$ cat config.mk
export PLATFORM = sky130hd
export DESIGN_NAME = cpu_inta_sequencer
export DESIGN_NICKNAME = d
export VERILOG_FILES = /design/src/rtl/cpu_inta_sequencer.sv
export SDC_FILE = /design/constraint.sdc
export NUM_CORES = 1
export LEC_CHECK = 0
export ABC_AREA = 1
export CORE_ASPECT_RATIO = 0.9
export CORE_MARGIN = 5
export CORE_UTILIZATION = 43
export CTS_CLUSTER_DIAMETER = 60
export CTS_CLUSTER_SIZE = 40
export DETAILED_ROUTE_END_ITERATION = 10
export HOLD_SLACK_MARGIN = 0.06
export PLACE_DENSITY = 0.76
export SLEW_MARGIN = 40
export SYNTH_ARGS = -nofsm -noshare
export SYNTH_HDL_FRONTEND = slang
export SYNTH_SLANG_ARGS = --single-unit
$ cat constraint.sdc
create_clock -name CLK -period 1.3 [get_ports CLK]
set_input_delay 0.13 -clock CLK [delete_from_list [all_inputs] [get_ports CLK]]
set_output_delay 0.13 -clock CLK [all_outputs]
set_load 0.01 [all_outputs]
$ cat src/rtl/cpu_inta_sequencer.sv
// CPU-side 8086 interrupt-acknowledge initiator: issues two active-low INTA_
// pulses to the PIC, captures the vector on the second, and hands it to the CPU.
module cpu_inta_sequencer #(
    parameter int PULSE_W = 2,
    parameter int GAP_W   = 2
) (
    input  logic       CLK,
    input  logic       RST,
    input  logic       INT,
    input  logic       IF_EN,
    input  logic [7:0] DATA_IN,
    input  logic       VECTOR_ACK,
    output logic       INTA_,
    output logic [7:0] VECTOR,
    output logic       VECTOR_VALID,
    output logic       BUSY,
    output logic [1:0] PULSE_CNT
);

    localparam int MAX_W = (PULSE_W > GAP_W) ? PULSE_W : GAP_W;
    localparam int CW    = $clog2(MAX_W + 1);

    localparam logic [CW-1:0] PULSE_LD = CW'(PULSE_W);
    localparam logic [CW-1:0] GAP_LD   = CW'(GAP_W);
    localparam logic [CW-1:0] CNT_ONE  = CW'(1);

    typedef enum logic [2:0] {
        IDLE   = 3'd0,
        P1_LOW = 3'd1,
        GAP    = 3'd2,
        P2_LOW = 3'd3,
        HOLD   = 3'd4
    } state_t;

    state_t          state_reg,  state_next;
    logic [CW-1:0]   cnt_reg,    cnt_next;
    logic            inta_reg,   inta_next;
    logic [7:0]      vector_reg, vector_next;
    logic            valid_reg,  valid_next;
    logic [1:0]      pcnt_reg,   pcnt_next;

    always_ff @(posedge CLK) begin
        if (RST) begin
            state_reg  <= IDLE;
            cnt_reg    <= '0;
            inta_reg   <= 1'b1;
            vector_reg <= 8'h00;
            valid_reg  <= 1'b0;
            pcnt_reg   <= 2'd0;
        end else begin
            state_reg  <= state_next;
            cnt_reg    <= cnt_next;
            inta_reg   <= inta_next;
            vector_reg <= vector_next;
            valid_reg  <= valid_next;
            pcnt_reg   <= pcnt_next;
        end
    end

    // Each timed state loads its length on entry and leaves when the count reaches 1.
    always_comb begin
        state_next  = state_reg;
        cnt_next    = cnt_reg;
        vector_next = vector_reg;
        valid_next  = valid_reg;
        pcnt_next   = pcnt_reg;

        case (state_reg)
            IDLE: begin
                if (INT && IF_EN) begin
                    state_next = P1_LOW;
                    cnt_next   = PULSE_LD;
                end
            end
            P1_LOW: begin
                if (cnt_reg == CNT_ONE) begin
                    state_next = GAP;
                    cnt_next   = GAP_LD;
                    pcnt_next  = 2'd1;
                end else begin
                    cnt_next = cnt_reg - CNT_ONE;
                end
            end
            GAP: begin
                if (cnt_reg == CNT_ONE) begin
                    state_next = P2_LOW;
                    cnt_next   = PULSE_LD;
                end else begin
                    cnt_next = cnt_reg - CNT_ONE;
                end
            end
            P2_LOW: begin
                if (cnt_reg == CNT_ONE) begin
                    state_next  = HOLD;
                    cnt_next    = '0;
                    vector_next = DATA_IN;
                    valid_next  = 1'b1;
                    pcnt_next   = 2'd2;
                end else begin
                    cnt_next = cnt_reg - CNT_ONE;
                end
            end
            HOLD: begin
                if (VECTOR_ACK) begin
                    state_next = IDLE;
                    valid_next = 1'b0;
                    pcnt_next  = 2'd0;
                end
            end
            default: begin
                state_next = IDLE;
                cnt_next   = '0;
            end
        endcase

        // INTA_ is registered from the next state so it changes only on a clock edge.
        inta_next = !((state_next == P1_LOW) || (state_next == P2_LOW));
    end

    assign INTA_        = inta_reg;
    assign VECTOR       = vector_reg;
    assign VECTOR_VALID = valid_reg;
    assign PULSE_CNT    = pcnt_reg;
    assign BUSY         = (state_reg != IDLE);

endmodule

==> results.py, run 1 <==
metrics = {
    "outcome": {
        "outcome": "finished clean",
    },
    "critical_path": {
        "cp_num_buf_inv": 1,
        "arrival_ps": 1120,
        "critPathKind": "register to output pin",
        "critPathMaxFanout": 1,
        "crit_path_start_kind": "register",
        "critPathCaptureType": "output pin",
        "path_depth": 1,
        "slowest_stage": "clkdlybuf4s50_1",
        "required_ps": 1170,
        "reg2reg_depth": 8,
        "crit_chain": "clkdlybuf4s50_1",
        "path_delay_family": "buffers and inverters",
        "cp_slowest_stage_delay_ps": 530,
    },
    "synth": {
        "yosysTopAreaCellShare_pct": 45.0,
        "synth_area_per_cell_sq_um": 7.35,
        "ys_ff_latch": 17,
        "synth_most_common_cell": "nand2_1",
        "synth_cell_types": 21,
        "synth.yosys.seq_area_share_pct": 45.0,
        "synthAdderAreaFrac_pct": 3.31,
        "synth_xor_area_share_pct": 0,
        "synth_compound_area_share_pct": 12.7,
        "yosysTopAreaCell": "dfxtp_1",
        "synth.top_cells.by_count": "29 x nand2_1, 17 x dfxtp_1, 14 x a21oi_1",
        "synth_nets": 118,
        "ys_async_sr_fraction_pct": 0,
        "ys.flop_type": "dfxtp_1",
        "muxShareOfSynthArea_pct": 0,
        "synth_cells": 103,
        "synth_edf_count": 0,
        "yosys.area_share.simple_pct": 29.9,
        "synthTopCellsByArea": "dfxtp_1 45%, nand2_1 14%, a21oi_1 9.3%",
        "synth_top_family_by_area": "simple AND/OR/NAND/NOR gates",
        "ys_warn_count": 0,
        "syn_area_sq_um": 757,
    },
    "sta": {
        "setup_ws_ps": 46.7,
        "tightest_slew_ps": 217,
        "slew_violations": 0,
        "hold_viol": 0,
        "slew_headroom_pct": 85.4,
        "grt_setup_unrepaired": "true",
        "max_freq_mhz": 798,
        "min_period_ps": 1250,
        "fin_skew_ps": 4.92,
        "min_period_over_period_pct": 96.4,
        "finalSetupViolCount": 0,
        "hold_slack_ps": 414,
    },
    "die": {
        "die_h_um": 49.8,
        "pin_count": 26,
        "die-area_sq_um": 2700,
        "start_util_pct": 45.0,
        "placementRows": 14,
        "die_w_um": 54.2,
        "coreArea_sq_um": 1680,
    },
    "cells_and_area": {
        "regArea_sq_um": 348,
        "largest_reg_flops": 8,
        "drive_above_1_share_pct": 18.2,
        "syn2layout_area_growth_pct": 47.6,
        "stdcell_count": 161,
        "multiInputGateArea_sq_um": 359,
        "fillers": 162,
        "diodes": 0,
        "nets": 153,
    },
    "clock_tree": {
        "clockBufferDepth": 2,
        "cts_tree": "built",
        "cts_hold_buf": 0,
        "htree_levels": 1,
        "clock_latency_ps": 280,
        "cts_setup_buffers": 0,
        "cts_sinks": 17,
        "numCtsBuffers": 3,
        "ctsRootBufferMaster": "clkbuf_4",
        "clk_pin_slew_ps": 100,
    },
    "pwr": {
        "p_int_mw": 0.743,
        "p_leak_nw": 0.516,
        "power_frac_seq_pct": 54.4,
        "peakVddDrop_v": 0.000628,
        "clock_power_share_pct": 27.9,
        "power_density_nw_per_um2": 902,
        "swShare_pct": 26.2,
        "power_switching_mw": 0.264,
        "combPwrFrac_pct": 17.6,
    },
    "detailed_routing": {
        "post_drt_via_cell_ratio": 4.78,
        "ant_nets": 0,
        "firstDrtPassIters": 4,
        "wl_met3_um": 112,
        "first_iter_violations": 16,
        "totalWireLength_mm": 1.90,
        "detailroute.via_count": 769,
        "wl_met1_um": 906,
        "routedWlPerCell_um": 11.8,
        "top_layer": "met4",
        "drc_errors": 0,
        "wl_met2_um": 872,
    },
    "global_routing": {
        "grt_pass1_wl_mm": 3.16,
        "grt_pass1_vias": 713,
        "grt_overflow_total": 0,
        "grt_max_degree": 12,
        "antenna_found_initial": 0,
        "track_usage_pct": 15.6,
    },
    "placement": {
        "dp_cells": 157,
        "dp.final_hpwl_mm": 1.48,
        "port_buffers": 25,
        "place_ws_ps": 49.0,
        "gp_congestion": 0.879,
    },
    "hold_path": {
        "hold_path_class": "primary input to register",
        "hold_path_depth": 3,
    },
    "job": {
        "max_cap_viol_count": 0,
    },
}
metal layers:
metal,global-route usage [%],vias to the layer above
li1,-,400
met1,21.7,344
met2,23.3,23
met3,3.61,2
met4,4.98,0
met5,0,-
worst register-to-register path: cells and delay by family, from the launching register on:
family | cells | cell delay, ps
DFF | 1 | 350
buffers and inverters | 3 | 270
adders and majority gates | 1 | 220
and+or+nand+nor | 3 | 210
AOI/OAI and AO/OA | 1 | 130
stage by stage:
stage | util (%) | setup TNS, ps | area (sq um) | power, mW
floorplan | - | 0 | 757 | 0.637
global placement | 64.8 | 0 | 1090 | 0.734
detailed placement | 64.8 | 0 | 1090 | 0.736
CTS | 65.8 | 0 | 1110 | 1.02
global route | 66.4 | -24.7 | 1120 | 1.07
finish | 66.4 | 0 | 1120 | 1.01
final timing paths:
path,startpoint,endpoint,slack [ps]
max,INTA_$_SDFF_PP1_,INTA_,50
min reg2reg,cnt_reg[0]$_SDFFE_PP0P_,cnt_reg[0]$_SDFFE_PP0P_,440
min,DATA_IN[0],VECTOR[0]$_SDFFE_PP0P_,410
max reg2reg,cnt_reg[1]$_SDFFE_PP0P_,PULSE_CNT[1]$_SDFFE_PP0P_,70
what timing repair did:
| action | CTS | global route |
|---|---|---|
| setup endpoints to repair | 12 | 13 |
| hold endpoints to repair | 0 | 0 |
| gates resized for setup | 15 | 8 |
| pin swaps | 0 | 3 |
power groups by stage:
stage,logic (mW),registers [mW],clock network (mW)
floorplan,0.0784,0.559,0
global placement,0.175,0.558,0
detailed placement,0.177,0.559,0
CTS,0.174,0.548,0.294
global route,0.197,0.550,0.320
finish,0.177,0.548,0.281
cell families after synthesis:
family | count (synthesis)
buffers and inverters | 16
AOI/OAI and AO/OA | 18
and+or+nand+nor | 50
DFF | 17
adders and majority gates | 2
layout by cell type, fill, tap and decap left out, types with 2 or more instances in the layout:
cell type        synthesis  layout
inv_2                    1       2
nor2_1                   2       2
clkdlybuf4s50_1          0      13
a21oi_1                 14      13
dfxtp_1                 17      13
dlygate4sd2_1            0      11
nand3_1                 12      12
clkbuf_4                 0       3
dfxtp_2                  0       3
buf_4                    0       7
ha_1                     2       2
nand2_2                  1       2
nand2_1                 29      28
inv_1                   12      11
area by class of cell:
cell class | count | area share (%)
clock buffers | 3 | 2.02
repair buffers | 33 | 27.2
multi-input cells | 70 | 32.1
well taps | 24 | 2.69
flip-flops and latches | 17 | 31.1
clock inverters | 1 | 0.448
inverters | 13 | 4.37
No activity file was read; power rests on OpenSTA's default activity.
==> run 2: changes to the inputs <==
- SLEW_MARGIN: 40 -> 20
==> results of run 2 <==
Final layout, timing and power as in run 1 (identical DEF).
